`config.mk`:
```
export PLATFORM = sky130hd
export DESIGN_NAME = score_bcd_encoder
export DESIGN_NICKNAME = d
export VERILOG_FILES = /design/src/rtl/score_bcd_encoder.sv
export SDC_FILE = /design/constraint.sdc
export NUM_CORES = 1
export LEC_CHECK = 0
export ABC_AREA = 1
export BUFFER_PORTS_ARGS = -buffer_cell sky130_fd_sc_hd__buf_2
export CAP_MARGIN = 20
export CORE_MARGIN = 1.5
export CORE_UTILIZATION = 57
export CTS_CLUSTER_SIZE = 30
export DETAILED_ROUTE_END_ITERATION = 6
export GPL_TIMING_DRIVEN = 0
export PLACE_DENSITY = 0.79
export SYNTH_ARGS = -nofsm -noshare
export SYNTH_HDL_FRONTEND = slang
export SYNTH_SLANG_ARGS = --single-unit
```
`constraint.sdc`:
```
create_clock -name clk -period 2.8 [get_ports clk]
set_clock_uncertainty 0.2 [all_clocks]
set_input_delay 0.56 -clock clk [delete_from_list [all_inputs] [get_ports clk]]
set_output_delay 0.56 -clock clk [all_outputs]
set_load 0.03 [all_outputs]
```
`src/rtl/score_bcd_encoder.sv`:
```
// Sequential double-dabble binary-to-BCD encoder for the game score.
// Publishes four packed BCD digits, a leading-zero blank mask and a saturation flag.
module score_bcd_encoder #(
  parameter int IN_W    = 16,
  parameter int MAX_VAL = 9999
) (
  input  logic            clk,
  input  logic            rst,
  input  logic            start,
  input  logic [IN_W-1:0] bin_in,
  output logic            busy,
  output logic            done,
  output logic [15:0]     bcd_out,
  output logic [3:0]      blank_mask,
  output logic            overflow
);

  localparam int ITER_W = (IN_W > 1) ? $clog2(IN_W) : 1;
  localparam logic [IN_W-1:0]   MAX_SAT   = IN_W'(MAX_VAL);
  localparam logic [ITER_W-1:0] LAST_ITER = ITER_W'(IN_W - 1);

  typedef enum logic [1:0] {
    IDLE,
    CONV,
    FINISH
  } state_t;

  state_t            state;
  logic [IN_W-1:0]   sat;
  logic [15:0]       scratch;
  logic [15:0]       adj;
  logic [ITER_W-1:0] iter;
  logic              ovf_pend;

  // Add-3 correction on every nibble that would overflow a decimal digit when doubled.
  always_comb begin
    adj = scratch;
    for (int unsigned i = 0; i < 4; i++) begin
      if (scratch[4*i +: 4] >= 4'd5)
        adj[4*i +: 4] = scratch[4*i +: 4] + 4'd3;
    end
  end

  always_ff @(posedge clk or posedge rst) begin
    if (rst) begin
      state      <= IDLE;
      sat        <= '0;
      scratch    <= '0;
      iter       <= '0;
      ovf_pend   <= 1'b0;
      busy       <= 1'b0;
      done       <= 1'b0;
      bcd_out    <= '0;
      blank_mask <= 4'b1110;
      overflow   <= 1'b0;
    end else begin
      done <= 1'b0;
      unique case (state)
        IDLE: begin
          if (start) begin
            sat      <= (bin_in > MAX_SAT) ? MAX_SAT : bin_in;
            ovf_pend <= (bin_in > MAX_SAT);
            scratch  <= '0;
            iter     <= '0;
            busy     <= 1'b1;
            state    <= CONV;
          end
        end
        CONV: begin
          scratch <= {adj[14:0], sat[IN_W-1]};
          sat     <= sat << 1;
          iter    <= iter + 1'b1;
          if (iter == LAST_ITER)
            state <= FINISH;
        end
        FINISH: begin
          bcd_out       <= scratch;
          overflow      <= ovf_pend;
          blank_mask[3] <= (scratch[15:12] == 4'd0);
          blank_mask[2] <= (scratch[15:12] == 4'd0) && (scratch[11:8] == 4'd0);
          blank_mask[1] <= (scratch[15:12] == 4'd0) && (scratch[11:8] == 4'd0)
                           && (scratch[7:4] == 4'd0);
          blank_mask[0] <= 1'b0;
          done          <= 1'b1;
          busy          <= 1'b0;
          state         <= IDLE;
        end
        default: state <= IDLE;
      endcase
    end
  end

endmodule

```
==> summary.txt <==
Timing
  – Final min period: 1.83 ns
  – Worst-Margin Slew: 0.582 ns
  – Hold Vio Cnt, Final: 0
  – Final worst-path cycle share: 0.654
  – Fmax: 546 MHz
  – Max-slew headroom: 0.611
  – Final WS setup: 0.969 ns
  – Max Transition Viols Final: 0
  – # setup viols final: 0
  – RSZ-0062 raised after global routing: no

Job
  – Count of maximum capacitance violations: 0

Outcome
  – Status: complete, no violations

Pwr
  – PwrDens: 1220 mW/mm²
  – Final Power: 0.00439 W
  – Pleak: 1.87 nW
  – VDD IR max: 0.640 mV

Floorplanning
  – Die area: 0.00577 mm²
  – I/O pin cnt: 42
  – Initial Util: 0.594
  – Die Ht: 75.9 µm
  – Rows: 26
  – CORE AREA: 0.00511 mm²
  – Die width: 75.9 µm

Placed design
  – Dpl cells: 481
  – Post-Place Cell Area: 0.00334 mm²
  – IO buf count: 40
  – Pre-CTS WS: 0.925 ns
  – GP Congestion: 0.809
  – DP HPWL: 4310 µm

Critical path
  – Critical path data required time: 2.04 ns
  – Arrival @ worst endpoint: 1.07 ns
  – CP Class: flip-flop to output port
  – Startpoint Class: flip-flop
  – Worst path bufs/invs: 1
  – Delay-heaviest family, CP: flip-flops
  – Worst-path maximum fanout: 2
  – Largest stage delay, worst path: 0.53 ns
  – Crit path max-delay cell type: dfstp_2
  – Critical Path End Type: output port
  – Crit-path cells: buf_2

Synthesis
  – Post-synthesis cell count: 370
  – Avg Inst Size Synth: 8.19 µm²
  – Post-synth top area cell: dfrtp_1
  – Post-Syn Area: 0.00303 mm²
  – Synth cell types: 29
  – Synth top area share: 0.479
  – Mapped Nets: 400
  – Synthesis Warnings: 0
  – Synth area leaders: dfrtp_1, nand2_1, nor2_1, ha_1, inv_1
  – Yosys reg bits: 61
  – Post-synthesis sequential area ratio: 0.505

Clock network
  – Clock-pin slew on the worst setup and hold paths: 0.07 ns
  – Root Driver: clkbuf_8
  – CTS buffer count: 9
  – Post-CTS Setup Inserts: 0
  – TritonCTS Sinks: 61
  – Latest clock arrival within the worst-skew pair: 0.35 ns
  – CTS tree: done
  – Post-CTS Hold Buffers: 0
  – PostCTS Resize Cnt: 0
  – H-tree Lvls: 3
  – CTS Buffer Depth: 2

Cells and area
  – Nets: 452
  – Sequential cell area: 0.00153 mm²
  – Ant diodes: 0
  – Post-route cell area: 0.00360 mm²
  – Commonest non-fill, non-tap cells in the layout: nand2_1, dfrtp_1, buf_2
  – Layout cells sized above 1: 0.213
  – Final cell count without fillers: 497
  – Area taken by multi-input logic gates: 0.00127 mm²
  – Most common cell after layout, fill and taps aside: nand2_1
  – Fill count: 409
  – Area grow syn2layout: 18.7%

GRT
  – Largest net degree at the start of global routing: 35
  – Gr usage total: 0.236
  – Vias in the first global route: 2396
  – GRT Residual Overflow: 0
  – First-pass GRT wire length: 10500 µm
  – Initial antenna violation count: 0

Routing
  – Total Routed Length: 6290 µm
  – Mean routed wirelength per cell: 12.7 µm
  – Via count: 2532
  – Antenna-violating nets left: 0
  – Drt pass-1 iters: 4
  – Detailed Route Iter0 Violations: 148
  – # DRC: 0
  – Post-DR vias/cell: 5.09

Min path
  – Hold Crit Class: primary input to async pin
## synthesized netlist by cell type (all sizes together)
| master | instances |
|---|---|
| nand4 | 3 |
| o22ai | 3 |
| nand3 | 26 |
| conb | 1 |
| ha | 11 |
| nand2 | 114 |
| dfrtp | 58 |
| nor2 | 40 |
| or2 | 1 |
| o21a | 3 |
| inv | 40 |
| a22o | 1 |
| buf | 11 |
| o21ai | 41 |
| clkbuf | 1 |
| dfstp | 3 |
| xor2 | 2 |
| a21oi | 11 |
## path summary, 6_finish.rpt
path | cells past startpoint | end | slack, ns | startpoint
max in group asynchronous | 3 | blank_mask[1]$_DFFE_PP1P_ | 1.69 | rst
min | 2 | sat[12]$_DFFE_PP0P_ | 0.07 | rst
max reg2reg | 8 | scratch[14]$_DFFE_PP0P_ | 1.10 | scratch[12]$_DFFE_PP0P_
max | 1 | blank_mask[3] | 0.97 | blank_mask[3]$_DFFE_PP1P_
min in group clk | 3 | sat[0]$_DFFE_PP0P_ | 0.25 | bin_in[0]
min reg2reg | 2 | blank_mask[3]$_DFFE_PP1P_ | 0.28 | blank_mask[3]$_DFFE_PP1P_
## power breakdown
group          total (W)  switching, W  internal (W)  leakage (nW)
combinational    0.00188       0.00123      0.000657          1.02
clock            0.00101      0.000341      0.000665         0.130
sequential       0.00150      0.000235       0.00126         0.717
total            0.00439       0.00180       0.00258          1.87
## per-stage QoR
stage                     utilization  hold slack (ns)  setup TNS [ns]
after floorplan                     -            0.249               0
after global placement          0.650            0.254           -8.56
after detailed placement        0.654            0.263               0
after CTS                       0.705           0.0868               0
after global routing            0.705            0.108               0
final                           0.705           0.0743               0
## cell families (layout without fill, tap and decap cells)
group	count (synthesis)	count (layout)	synth area share
buffers and inverters	52	109	0.0776
other	1	1	0.00124
xor gates and xnor gates	2	2	0.00578
adders and majority gates	11	11	0.0454
AOI/OAI and AO/OA	59	59	0.116
and+or+nand+nor	184	184	0.249
DFF	61	61	0.505
## per-layer routing
metal  up-vias  GRT usage  wire length (µm)  part of all wire
met3        18     0.0590               332             0.053
li1       1277          -                 -                 -
met1      1170      0.295              2810              0.45
met2        67      0.373              2930              0.47
met4         0      0.139               226             0.036
met5         -          0                 0                 0
## final cells by class
class                           count  area share
Inverter                           40      0.0424
Multi-Input combinational cell    257       0.352
Sequential cell                    61       0.425
Clock inverter                      3      0.0250
Clock buffer                       13      0.0469
Buffer                             12      0.0229
Tap cell                           70      0.0243
Timing Repair Buffer               41      0.0612
## sequential cells by signal (all words and copies together), names as in the netlist
name and flops:
overflow 1, bcd_out 16, blank_mask 3, state 2
iter 4, busy 1, scratch 16, ovf_pend 1
done 1, sat 16
Note: power is estimated with default switching activity, not from simulation.
